<file path="src/rtl/sim_dev_queued.sv">
// Pipelined device model: up to DEPTH outstanding requests, each serviced at accept
// time and answered in order once its LATENCY countdown expires.
module sim_dev_queued #(
    parameter int DEPTH   = 4,
    parameter int LATENCY = 1,
    parameter int CNT_W   = $clog2(DEPTH + 1)
) (
    input  logic             clock,
    input  logic             reset,
    output logic             in_req_ready,
    input  logic             in_req_valid,
    input  logic             in_req_bits_is_cached,
    input  logic             in_req_bits_is_aligned,
    input  logic [31:0]      in_req_bits_addr,
    input  logic [31:0]      in_req_bits_data,
    input  logic             in_req_bits_func,
    input  logic [3:0]       in_req_bits_wstrb,
    input  logic             in_resp_ready,
    output logic             in_resp_valid,
    output logic [31:0]      in_resp_bits_data,
    output logic [CNT_W-1:0] outstanding
);
    localparam int TMR_W = (LATENCY > 1) ? $clog2(LATENCY) : 1;
    localparam int PTR_W = (DEPTH > 1) ? $clog2(DEPTH) : 1;
    localparam logic [TMR_W-1:0] TMR_INIT = TMR_W'(LATENCY - 1);
    localparam logic [PTR_W-1:0] PTR_LAST = PTR_W'(DEPTH - 1);
    localparam logic [CNT_W-1:0] CNT_FULL = CNT_W'(DEPTH);

    if (LATENCY < 1) begin : g_bad_latency
        $error("sim_dev_queued: LATENCY must be at least 1");
    end
    if (DEPTH < 1) begin : g_bad_depth
        $error("sim_dev_queued: DEPTH must be at least 1");
    end

    // Behavioural stand-in for the device_io DPI-C service: reads return addr+1, writes return 0.
    function automatic logic [31:0] device_io(input logic        valid,
                                              input logic [31:0] addr,
                                              input logic [31:0] data,
                                              input logic [7:0]  func,
                                              input logic [7:0]  wstrb);
        logic unused_args;
        unused_args = ^{valid, data, func[7:1], wstrb};
        return func[0] ? 32'h0 : addr + 32'h1;
    endfunction

    logic [31:0]      data_q  [DEPTH];
    logic [TMR_W-1:0] timer_q [DEPTH];
    logic [PTR_W-1:0] head_q, head_d;
    logic [PTR_W-1:0] tail_q, tail_d;
    logic [CNT_W-1:0] count_q, count_d;
    logic             push;
    logic             pop;

    // Record of the most recent device call, read by hierarchical reference only.
    logic [31:0]      io_calls_q;
    logic [31:0]      io_addr_q;
    logic [31:0]      io_data_q;
    logic [7:0]       io_func_q;
    logic [7:0]       io_wstrb_q;
    logic             unused_sink;

    assign unused_sink = ^{in_req_bits_is_cached, in_req_bits_is_aligned, io_calls_q,
                           io_addr_q, io_data_q, io_func_q, io_wstrb_q};

    assign in_req_ready      = (count_q < CNT_FULL);
    assign in_resp_valid     = (count_q != '0) && (timer_q[head_q] == '0);
    assign in_resp_bits_data = (count_q != '0) ? data_q[head_q] : 32'h0;
    assign outstanding       = count_q;

    assign push = in_req_valid && in_req_ready && reset;
    assign pop  = in_resp_valid && in_resp_ready;

    always_comb begin
        head_d  = head_q;
        tail_d  = tail_q;
        count_d = count_q;
        if (push) begin
            tail_d = (tail_q == PTR_LAST) ? '0 : tail_q + 1'b1;
        end
        if (pop) begin
            head_d = (head_q == PTR_LAST) ? '0 : head_q + 1'b1;
        end
        case ({push, pop})
            2'b10:   count_d = count_q + 1'b1;
            2'b01:   count_d = count_q - 1'b1;
            default: ;
        endcase
    end

    always_ff @(posedge clock) begin
        if (!reset) begin
            head_q  <= '0;
            tail_q  <= '0;
            count_q <= '0;
        end else begin
            head_q  <= head_d;
            tail_q  <= tail_d;
            count_q <= count_d;
        end
    end

    // Entry storage: the device is called exactly once per accepted request.
    always_ff @(posedge clock) begin
        if (push) begin
            data_q[tail_q] <= device_io(1'b1, in_req_bits_addr, in_req_bits_data,
                                        {7'b0, in_req_bits_func}, {4'b0, in_req_bits_wstrb});
            io_calls_q     <= io_calls_q + 32'd1;
            io_addr_q      <= in_req_bits_addr;
            io_data_q      <= in_req_bits_data;
            io_func_q      <= {7'b0, in_req_bits_func};
            io_wstrb_q     <= {4'b0, in_req_bits_wstrb};
        end
        for (int i = 0; i < DEPTH; i++) begin
            if (push && (tail_q == PTR_W'(i))) begin
                timer_q[i] <= TMR_INIT;
            end else if (timer_q[i] != '0) begin
                timer_q[i] <= timer_q[i] - 1'b1;
            end
        end
    end
endmodule

</file>
<file path="config.mk">
export PLATFORM = sky130hd
export DESIGN_NAME = sim_dev_queued
export DESIGN_NICKNAME = d
export VERILOG_FILES = /design/src/rtl/sim_dev_queued.sv
export SDC_FILE = /design/constraint.sdc
export NUM_CORES = 1
export LEC_CHECK = 0
export ABC_AREA = 1
export CAP_MARGIN = 25
export CORE_MARGIN = 3
export CORE_UTILIZATION = 40
export CTS_BUF_LIST = sky130_fd_sc_hd__clkbuf_16
export DETAILED_ROUTE_END_ITERATION = 16
export SLEW_MARGIN = 5
export SYNTH_ARGS = -nofsm -noshare
export SYNTH_HDL_FRONTEND = slang
export SYNTH_SLANG_ARGS = --single-unit
export TNS_END_PERCENT = 20
</file>
<file path="constraint.sdc">
create_clock -name clock -period 2.9 [get_ports clock]
set_input_delay 0.29 -clock clock [delete_from_list [all_inputs] [get_ports clock]]
set_output_delay 0.29 -clock clock [all_outputs]
set_load 0.1 [all_outputs]
</file>
After elaboration in Yosys (flattened, before gate mapping):

Memory sizes are Yosys's and may differ from the RTL's. A register that Yosys moved wholly into a read port is not among the register bits.
Cells that the tools add are included.
W data, S select, Z words.

* bitwise gates (word level): 5
* multiplexer cells: 35
* equal/unequal tests: 6
* add/sub/neg operators: 9
* reductions and logical operators: 11
* $lt $le $gt $ge: 1

Operators by type and width (number)
* $mux W32: 2
* $add A32 B1 Y32 const B: 1
* $mux W1: 26
* $mux W2: 6
* $eq A2 B2 Y1 const B: 4
* $logic_and A1 B1 Y1: 8
* $pmux W3 S2: 1
* $add A2 B1 Y2 const B: 2
* $eq A2 B1 Y1 const B: 2
* $or A1 B1 Y1: 4
* $sub A1 B1 Y1 const B: 4
* $add A3 B1 Y3 const B: 1
* $lt A3 B3 Y1 const B: 1
* $reduce_bool A3 Y1: 1
* $sub A3 B1 Y3 const B: 1
* $logic_not A2 Y1: 1
* $reduce_bool A2 Y1: 1
* $not A1 Y1: 1

* memories: 2
* output and inout port bits: 37
* bits of input ports: 75
* memory bits (writable): 132
* logic and storage cells: 72
* register bits: 7

Memory list
* data_q: words 4, bits a word 32, read ports 1, clocked after Yosys merged registers in 1, write ports 1, RTL line 47 `logic [31:0] data_q [DEPTH];`
* timer_q: words 4, bits a word 1, read ports 5, clocked after Yosys merged registers in 1, write ports 4, RTL line 48 `logic [TMR_W-1:0] timer_q [DEPTH];`

Longest topological paths before layout:

* depth after elaboration: 7
* gate-level depth with buffers: 14
* depth with buffers taken out: 13

Worst setup path before layout:

No wires, ideal clock.

* kind: reg2out
* start: register count_q[2] (netlist: outstanding[2])
* end: output in_resp_bits_data[10]
* required time: 2610 ps
* path buffers: 1
* arrival: 3772 ps
* stages on the path, launching flop included: 6
* path slack: -1162 ps
* path through: dfxtp_1 > inv_1 > nand3_1 > inv_1 > buf_1 > a21oi_1

* longest elaborated chain between the ends: 2

Ends and longest elaborated chain
* from (decl): RTL line 51 `logic [CNT_W-1:0] count_q, count_d;`
* from (signal assigned): RTL line 99 `count_q <= count_d;`
* $reduce_bool A3 Y1: RTL line 68 `assign in_resp_bits_data = (count_q != '0) ? data_q[head_q] : 32'h0;`
* $mux W32: RTL line 68
* to (decl): RTL line 20 `output logic [31:0] in_resp_bits_data,`

No other way between the ends.

==> impl_metrics.json <==
{
  "worstPathArrival_ps": 2020,
  "fin_crit_sh_pct": 79.6,
  "yosysTopAreaCell": "edfxtp_1",
  "routedWlPerCell_um": 16.6,
  "fin_tns_setup_ps": 0,
  "cts_root_buf": "clkbuf_16",
  "yosysUniqueCellTypes": 28,
  "fillers": 1316,
  "die_x_um": 135,
  "drtIter0Drc": 302,
  "slew_violations": 0,
  "hold_depth": 2,
  "routed_wl_mm": 16.8,
  "cts-resized-gates": 0,
  "holdWs_ps": 538,
  "reg2reg_depth": 13,
  "gr-usage-met1_pct": 24.1,
  "start_util_pct": 41.2,
  "timing.rr.end": "outstanding[2]$_SDFFE_PN0P_",
  "syn_area_per_cell_um2": 9.46,
  "dp.cells": 984,
  "use_met2_pct": 33.4,
  "maxCapViolCount": 0,
  "worstSetupPathType": "reg2out",
  "cts_made_buffers": 17,
  "required_ps": 2610,
  "first_global_vias": 5194,
  "crit_path_end_kind": "output pin",
  "nNetsFinal": 870,
  "path_clk_slew_ps": 50,
  "die-height_um": 135,
  "cts_buffer_depth": 2,
  "hold_buffers": 0,
  "yosysWarnings": 0,
  "post_drt_via_cell_ratio": 5.01,
  "fin_skew_ps": 7.07,
  "h-tree-depth": 4,
  "postCtsSetupBuffers": 0,
  "num_vias": 5087,
  "cts_tree": "built",
  "drc": 0,
  "p_leak_nw": 3.25,
  "synth.top_cells.by_area": "edfxtp_1 (59%), nor2_1 (12%), nand2_1 (5.7%)",
  "min_period_ps": 2310,
  "numPortBuffers": 73,
  "grt_max_degree": 41,
  "io_pins": 112,
  "status": "finished, final reports clean",
  "post-place-ws_ps": 579,
  "rows": 46,
  "ir_drop_v": 0.000445,
  "rsz0062_at_grt": "no",
  "antenna_found_initial": 0,
  "grt_util_met3_pct": 4.10,
  "synth_cells": 700,
  "clock-sinks": 141,
  "clock.fmax_mhz": 433,
  "gp_congestion": 0.899,
  "setup_viol": 0,
  "grt_usage_pct": 19.5,
  "drtPass1Iterations": 5,
  "fin_cells": 1016,
  "min_path_type": "reg2reg",
  "r2r_slack_ps": 850,
  "synth_seq_cells": 141,
  "clk_latency_ps": 420,
  "ant_nets": 0,
  "startpoint_type": "flop",
  "powerDensity_mw_per_mm2": 798,
  "grt_busiest_layer": "met2",
  "critPathMaxFanout": 38,
  "diodes": 0,
  "grt_first_pass_wirelength_mm": 26.9,
  "syn2layout_area_growth_pct": 35.0,
  "syn_area_mm2": 0.00662,
  "yosysSeqAreaShare_pct": 62.4,
  "dp_hpwl_mm": 11.3,
  "crit_end": "in_resp_bits_data[7]",
  "timing.final.ws_setup_ps": 593,
  "drive_gt1_share_pct": 17.9,
  "synth_top_area_share_pct": 59.4,
  "core_mm2": 0.0161,
  "grt-ovfl-total": 0,
  "dieArea_mm2": 0.0181,
  "hold_violations": 0
}
-- power by group --
part | switching [mW] | internal (mW)
Sequential | 0.0311 | 2.31
Clock | 0.810 | 1.33
Combinational | 1.82 | 0.838
-- cell usage after synthesis, drive strengths merged --
master and number:
o21ai 75, xor2 3, inv 45, o31ai 1, fa 1, conb 1
nand2 105, clkbuf 11, buf 16, ha 7, dfxtp 10, or2 3
a21oi 49, nor2 215, nand3b 1, edfxtp 131, xnor2 3, nand3 21
o21a 1, nor3 1
-- per-stage QoR --
| stage | area, um^2 | power, mW | util [%] |
|---|---|---|---|
| 6_report | 8940 | 7.14 | 55.7 |
| 5_1_grt | 8940 | 7.39 | 55.7 |
| 4_1_cts | 8940 | 7.19 | 55.7 |
| 3_5_place_dp | 8360 | 5.05 | 52.0 |
| 3_3_place_gp | 8360 | 5.03 | 52.0 |
| 2_1_floorplan | 7020 | 4.16 | - |
-- registers in the layout, indices dropped and copies added, names as in the netlist, named ones only --
register	count
timer_q	4
head_q	2
data_q	128
tail_q	2
outstanding	3
-- per-layer routing --
layer | wire length, um | vias to the layer above | share of wire, %
li1 | - | 2510 | -
met1 | 7240 | 2446 | 43
met2 | 8650 | 111 | 51
met3 | 621 | 20 | 3.7
met4 | 309 | 0 | 1.8
met5 | 0 | - | 0
-- area by class of cell --
class	instances	area, um^2	area share, %
Clock inverter	15	158	1.76
Multi-Input combinational cell	490	2570	28.7
Inverter	45	173	1.93
Tap cell	216	270	3.02
Timing Repair Buffer	92	1210	13.5
Sequential cell	141	4140	46.3
Clock buffer	17	425	4.76
-- worst min-delay path by stage --
stage | from | to
after floorplan | reset | outstanding[2]$_SDFFE_PN0P_
after global placement | tail_q[1]$_SDFFE_PN0P_ | tail_q[1]$_SDFFE_PN0P_
after detailed placement | head_q[0]$_SDFFE_PN0P_ | flop
after CTS | head_q[0]$_SDFFE_PN0P_ | flop
after global routing | outstanding[2]$_SDFFE_PN0P_ | outstanding[2]$_SDFFE_PN0P_
final | outstanding[2]$_SDFFE_PN0P_ | outstanding[2]$_SDFFE_PN0P_
-- critical path, cell delays in order, from the launching register on --
cell	delay [ps]
dfxtp_2	380
buf_4	380
nor2_1	90
nor2_1	110
o21ai_0	160
a21oi_4	240
buf_12	190
-- logic make-up (layout without fill, tap and decap cells) --
family	after synthesis	in the layout	share of synthesized area [%]
adders and majority gates	8	8	1.63
other	1	4	0.0566
xor gates and xnor gates	6	6	0.794
buffers and inverters	72	169	4.38
DFF	141	141	62.4
and+or+nand+nor	346	346	21.1
AOI/OAI and AO/OA	126	126	9.60
-- cells in the final DEF, fill, tap and decap left out, types with 4 or more instances in the layout --
cell,n
a21oi_1,16
a21oi_4,30
buf_12,34
buf_4,22
clkbuf_16,17
clkdlybuf4s50_1,36
clkinvlp_4,5
conb_1,4
dfxtp_1,8
edfxtp_1,131
ha_1,7
inv_1,43
inv_2,4
nand2_1,100
nand2_2,5
nand3_1,20
nor2_1,204
nor2_2,6
nor2_4,5
o21ai_0,44
o21ai_1,31
No activity file was read; power rests on OpenSTA's default activity.
